**config.mk**
```make
export PLATFORM = sky130hd
export DESIGN_NAME = aes_req_arbiter
export DESIGN_NICKNAME = d
export VERILOG_FILES = /design/src/rtl/aes_arb_pkg.sv /design/src/rtl/rr_pick.sv /design/src/rtl/aes_req_arbiter.sv
export SDC_FILE = /design/constraint.sdc
export NUM_CORES = 1
export LEC_CHECK = 0
export CORE_AREA = 2 2 613 615
export DETAILED_ROUTE_END_ITERATION = 8
export DIE_AREA = 0 0 615 617
export HOLD_SLACK_MARGIN = 0.1
export PLACE_DENSITY = 0.36
export SLEW_MARGIN = 20
export SYNTH_ARGS = -nofsm -noshare
export SYNTH_HDL_FRONTEND = slang
export SYNTH_SLANG_ARGS = --single-unit
export TNS_END_PERCENT = 100
```
**constraint.sdc**
```tcl
create_clock -name sys_clk -period 4 [get_ports sys_clk]
set_clock_uncertainty 0.1 [all_clocks]
set_input_delay 0.8 -clock sys_clk [delete_from_list [all_inputs] [get_ports sys_clk]]
set_output_delay 0.8 -clock sys_clk [all_outputs]
set_load 0.01 [all_outputs]
```
**src/rtl/aes_arb_pkg.sv**
```systemverilog
// Shared definitions for the AES request arbiter and related crypto-sharing blocks.
package aes_arb_pkg;

    localparam int AES_BLK_W       = 128;
    localparam int TIMEOUT_CYC_DEF = 64;

    typedef enum logic [1:0] {
        IDLE = 2'd0,
        LOAD = 2'd1,
        WAIT = 2'd2,
        RESP = 2'd3
    } arb_state_e;

endpackage

```
**src/rtl/rr_pick.sv**
```systemverilog
// Combinational round-robin selector: first set request bit at or above rr_ptr, wrapping.
module rr_pick #(
    parameter int  NUM_REQ = 4,
    localparam int IDW     = $clog2(NUM_REQ)
) (
    input  logic [NUM_REQ-1:0] req,
    input  logic [IDW-1:0]     rr_ptr,
    output logic               any,
    output logic [IDW-1:0]     idx
);

    always_comb begin
        // NOTE: every output gets a default before the loop so no path leaves it unassigned (no latch).
        any = 1'b0;
        idx = '0;
        // Scan farthest offset first so the nearest requester at or after rr_ptr is the last writer.
        for (int k = NUM_REQ - 1; k >= 0; k--) begin
            if (req[(int'(rr_ptr) + k) % NUM_REQ]) begin
                any = 1'b1;
                idx = IDW'((int'(rr_ptr) + k) % NUM_REQ);
            end
        end
    end

endmodule

```
**src/rtl/aes_req_arbiter.sv**
```systemverilog
// Round-robin arbiter sharing one AES-128 core between NUM_REQ valid/ready requesters.
module aes_req_arbiter
    import aes_arb_pkg::*;
#(
    parameter int  NUM_REQ     = 4,
    parameter int  TIMEOUT_CYC = TIMEOUT_CYC_DEF,
    localparam int IDW         = $clog2(NUM_REQ)
) (
    input  logic                           sys_clk,
    input  logic                           sys_rst_n,
    input  logic [NUM_REQ-1:0]             req_valid,
    output logic [NUM_REQ-1:0]             req_ready,
    input  logic [NUM_REQ*AES_BLK_W-1:0]   req_key,
    input  logic [NUM_REQ*AES_BLK_W-1:0]   req_text,
    output logic [NUM_REQ-1:0]             rsp_valid,
    input  logic [NUM_REQ-1:0]             rsp_ready,
    output logic [AES_BLK_W-1:0]           rsp_text,
    output logic                           rsp_err,
    output logic                           aes_ld,
    output logic [AES_BLK_W-1:0]           aes_key,
    output logic [AES_BLK_W-1:0]           aes_text_in,
    input  logic                           aes_done,
    input  logic [AES_BLK_W-1:0]           aes_text_out,
    output logic                           busy,
    output logic                           timeout_err
);

    arb_state_e     state;
    logic [IDW-1:0] rr_ptr;
    logic [IDW-1:0] grant_idx;
    logic [IDW-1:0] pick_idx;
    logic [IDW-1:0] next_ptr;
    logic [7:0]     wait_cnt;
    logic           any_req;
    logic           req_hs;
    logic           rsp_hs;
    logic           wait_expired;

    rr_pick #(
        .NUM_REQ (NUM_REQ)
    ) u_rr_pick (
        .req    (req_valid),
        .rr_ptr (rr_ptr),
        .any    (any_req),
        .idx    (pick_idx)
    );

    // Gating with reset keeps req_ready low while reset is held even if requesters are valid.
    assign req_hs       = (state == IDLE) && any_req && sys_rst_n;
    assign rsp_hs       = (state == RESP) && rsp_ready[grant_idx];
    assign wait_expired = (wait_cnt == 8'(TIMEOUT_CYC - 1));
    assign next_ptr     = (grant_idx == IDW'(NUM_REQ - 1)) ? '0 : grant_idx + 1'b1;

    assign aes_ld = (state == LOAD);
    assign busy   = (state != IDLE);

    always_comb begin
        req_ready = '0;
        rsp_valid = '0;
        if (req_hs) begin
            req_ready[pick_idx] = 1'b1;
        end
        if (state == RESP) begin
            rsp_valid[grant_idx] = 1'b1;
        end
    end

    // NOTE: non-blocking assignments so every register samples pre-edge values and updates together.
    always_ff @(posedge sys_clk or negedge sys_rst_n) begin
        if (!sys_rst_n) begin
            state       <= IDLE;
            rr_ptr      <= '0;
            grant_idx   <= '0;
            wait_cnt    <= '0;
            aes_key     <= '0;
            aes_text_in <= '0;
            rsp_text    <= '0;
            rsp_err     <= 1'b0;
            timeout_err <= 1'b0;
        end else begin
            case (state)
                IDLE: begin
                    if (req_hs) begin
                        aes_key     <= req_key[pick_idx * AES_BLK_W +: AES_BLK_W];
                        aes_text_in <= req_text[pick_idx * AES_BLK_W +: AES_BLK_W];
                        grant_idx   <= pick_idx;
                        state       <= LOAD;
                    end
                end
                LOAD: begin
                    wait_cnt <= '0;
                    state    <= WAIT;
                end
                WAIT: begin
                    wait_cnt <= wait_cnt + 1'b1;
                    // A done arriving in the last allowed cycle still counts as a normal result.
                    if (aes_done) begin
                        rsp_text <= aes_text_out;
                        rsp_err  <= 1'b0;
                        state    <= RESP;
                    end else if (wait_expired) begin
                        rsp_text    <= '0;
                        rsp_err     <= 1'b1;
                        timeout_err <= 1'b1;
                        state       <= RESP;
                    end
                end
                RESP: begin
                    if (rsp_hs) begin
                        rr_ptr <= next_ptr;
                        state  <= IDLE;
                    end
                end
                default: state <= IDLE;
            endcase
        end
    end

endmodule
```
==> impl_metrics.env <==
export IMPL_status="finished clean"
export IMPL_power_share_sequential_pct=23.7
export IMPL_hpwl_um=251000
export IMPL_stdcell_count=8786
export IMPL_critPathCaptureType="output port"
export IMPL_hold_violations=0
export IMPL_finalCriticalPeriod_ps=3680
export IMPL_cp_startpoint="req_valid[2]"
export IMPL_hold_path_class="in2async"
export IMPL_ys_ff_latch=400
export IMPL_grt_max_degree=173
export IMPL_p_switching_mw=13.7
export IMPL_drt_iter0_drc=1761
export IMPL_synth_edf_count=0
export IMPL_yosys_top_cells_count="dfrtp_1, nor2_1, o22ai_1"
export IMPL_grt_pass1_vias=27300
export IMPL_synth_cells=2143
export IMPL_area_growth_pct=106
export IMPL_synth_cell_types=44
export IMPL_clockBufferDepth=4
export IMPL_cp_top_family="buffers and inverters"
export IMPL_crit_top_cell="clkdlybuf4s50_1"
export IMPL_synthTopCellsByArea="dfrtp_1, a221oi_2, mux2i_1, o22ai_1, a22o_1"
export IMPL_layout_nets=4839
export IMPL_core_um2=374000
export IMPL_routed_via_density=3.09
export IMPL_r2r_start="state[0]"
export IMPL_critPathArrivalTime_ps=2780
export IMPL_critical_path_class="in2out"
export IMPL_yosysTopAreaCell="dfrtp_1"
export IMPL_via_count=27200
export IMPL_cts_resized=0
export IMPL_dp_cells=8587
export IMPL_crit_path_cell_trace="clkdlybuf4s50_1 -> nand2b_1 -> or3b_1 -> a21oi_4 -> nand2_1 -> nor2_1 -> clkdlybuf4s50_1"
export IMPL_yosysMostFrequentCell="dfrtp_1"
export IMPL_ys_seq_area_share_pct=43.2
export IMPL_switching_share_pct=44.3
export IMPL_synthArstFlopShare_pct=100
export IMPL_path_buf_inv=2
export IMPL_leakagePower_nw=17.0
export IMPL_overflow=0
export IMPL_multi_input_area_um2=11900
export IMPL_internal_power_mw=17.3
export IMPL_first_pass_iters=5
export IMPL_maxCapViolations=0
export IMPL_comb_power_share_pct=55.0
export IMPL_fmax_ghz=0.272
export IMPL_final_max_slew_violation_count=0
export IMPL_io_buffers=1558
export IMPL_p_per_area_nw_per_um2=650
export IMPL_rows=225
export IMPL_final_util_pct=12.8
export IMPL_initial_core_util_pct=6.21
export IMPL_cts_root_buf="clkbuf_16"
export IMPL_routedWlPerCell_um=33.1
export IMPL_synth_area_um2=23200
export IMPL_cp_required_ps=3100
export IMPL_place_congestion=0.929
export IMPL_track_usage_pct=14.7
export IMPL_final_antenna_net_count=0
export IMPL_layout_drive_gt1_share_pct=12.7
export IMPL_pin_count=1559
export IMPL_drc=0
export IMPL_slowest_delay_ps=570
export IMPL_slew_headroom_pct=33.2
export IMPL_setup_viol=0
export IMPL_cp_max_fo=5
export IMPL_regArea_um2=10000
export IMPL_cts_buffers=70
export IMPL_avgSynthCellArea_um2=10.8
export IMPL_place_ws_ps=76.2
export IMPL_rsz0062_at_grt="no"
export IMPL_clkSlewWorstSetupHoldPaths_ps=50
export IMPL_synth_nets=3316
export IMPL_setup_slack_ps=318
export IMPL_fp_dieArea_um2=379000
export IMPL_die_h_um=617
export IMPL_reg2reg_slack_ps=830
export IMPL_fillers=42400
export IMPL_cts_tree="done"
export IMPL_tns_ps=0
export IMPL_fin_crit_sh_pct=92.0
export IMPL_netlist_area_leader_share_pct=43.2
export IMPL_critPathLaunchType="input pin"
export IMPL_routed_wl_um=291000
export IMPL_synth_main_ff_cell="dfrtp_1"
export IMPL_antenna_found_initial=261
export IMPL_peakVddDrop_uv=379
export IMPL_yosys_warnings=0
export IMPL_p_clk_share_pct=21.3
export IMPL_cp_slowest_cell="clkdlybuf4s50_1"
export IMPL_tightest_slew_ps=1000
export IMPL_insertion_delay_ps=770
export IMPL_fp_dieW_um=615
export IMPL_grt_pass1_wl_um=353000
export IMPL_h_tree_depth=3
export IMPL_cts_num_sinks=400
## state kept, by name (all words and copies together) (netlist names)
register	cells
grant_idx	2
aes_key	128
rsp_text	128
rsp_err	1
wait_cnt	8
state	2
timeout_err	1
rr_ptr	2
aes_text_in	128
## cells by family (layout without fill, tap and decap cells)
family	Yosys count	after routing	synth area share [%]
other	0	81	0
multiplexers	259	259	11.2
buffers and inverters	244	1812	5.76
AO/OA/AOI/OAI	923	923	33.9
XOR/XNOR	2	2	0.0756
adder cells (fa/ha/maj)	10	10	0.540
flip-flops	400	400	43.2
AND/OR/NAND/NOR	305	305	5.29
## layout by cell type (no fill, tap or decap), types with 2 or more instances in the layout
cell type / count
a221oi_2: 229
dfrtp_1: 400
and2_1: 6
a22o_1: 128
clkinvlp_4: 2
o21ai_0: 41
ha_1: 10
a221oi_1: 27
o21ai_4: 2
nor3b_1: 3
nand2_1: 6
inv_1: 14
nand3_1: 9
mux2i_1: 256
clkbuf_8: 14
clkinv_2: 10
and3_1: 2
nor2_1: 263
or3_1: 2
buf_12: 37
clkbuf_1: 9
nor3_1: 3
o22ai_1: 259
bufinv_16: 8
nand2b_1: 4
diode_2: 81
buf_4: 85
clkbuf_16: 70
o21ai_1: 223
clkdlybuf4s50_1: 1556
a21oi_1: 6
## path summary, 6_finish.rpt
| check | end | cells after the start |
|---|---|---|
| worst min register to register | timeout_err | 1 |
| min in group sys_clk | timeout_err | 1 |
| worst max-delay path | req_ready[1] | 7 |
| worst min-delay path | rsp_text[40] | 2 |
| max in group asynchronous | aes_key[26] | 4 |
| worst max register to register | aes_key[79] | 8 |
## power groups by stage
stage	clock [mW]	sequential (mW)	combinational (mW)
after floorplan	0	7.69	6.75
after detailed placement	0	7.40	17.4
final	6.62	7.34	17.1
after CTS	6.93	7.37	17.5
after global routing	7.02	7.55	18.2
after global placement	0	7.37	17.4
## per-layer routing
| metal | track usage (%) | up-vias | share of wire, % |
|---|---|---|---|
| li1 | - | 11600 | - |
| met1 | 14.6 | 13300 | 34 |
| met2 | 24.9 | 1521 | 48 |
| met3 | 9.25 | 587 | 14 |
| met4 | 4.85 | 176 | 3.4 |
| met5 | 0 | - | 0.40 |
## layout make-up
| class | instances | area share [%] |
|---|---|---|
| inverters | 14 | 0.110 |
| clock inverters | 24 | 0.752 |
| flip-flops and latches | 400 | 21.0 |
| multi-input cells | 1499 | 24.9 |
| repair buffers | 1681 | 35.6 |
| clock buffers | 93 | 4.15 |
| diodes | 81 | 0.425 |
| well taps | 4994 | 13.1 |
## timing repair
item,CTS,global route
hold buffers,1,0
endpoints found under the hold margin,191,0
setup buffers,0,0
## metrics by stage
step                total power [mW]  hold WS, ps  instance area [um2]
floorplan                       14.4          376                23200
global placement                24.8          355                45200
detailed placement              24.8          360                45200
CTS                             31.8          190                47500
global route                    32.7          227                47600
finish                          31.0          282                47700
No activity file was read; power rests on OpenSTA's default activity.
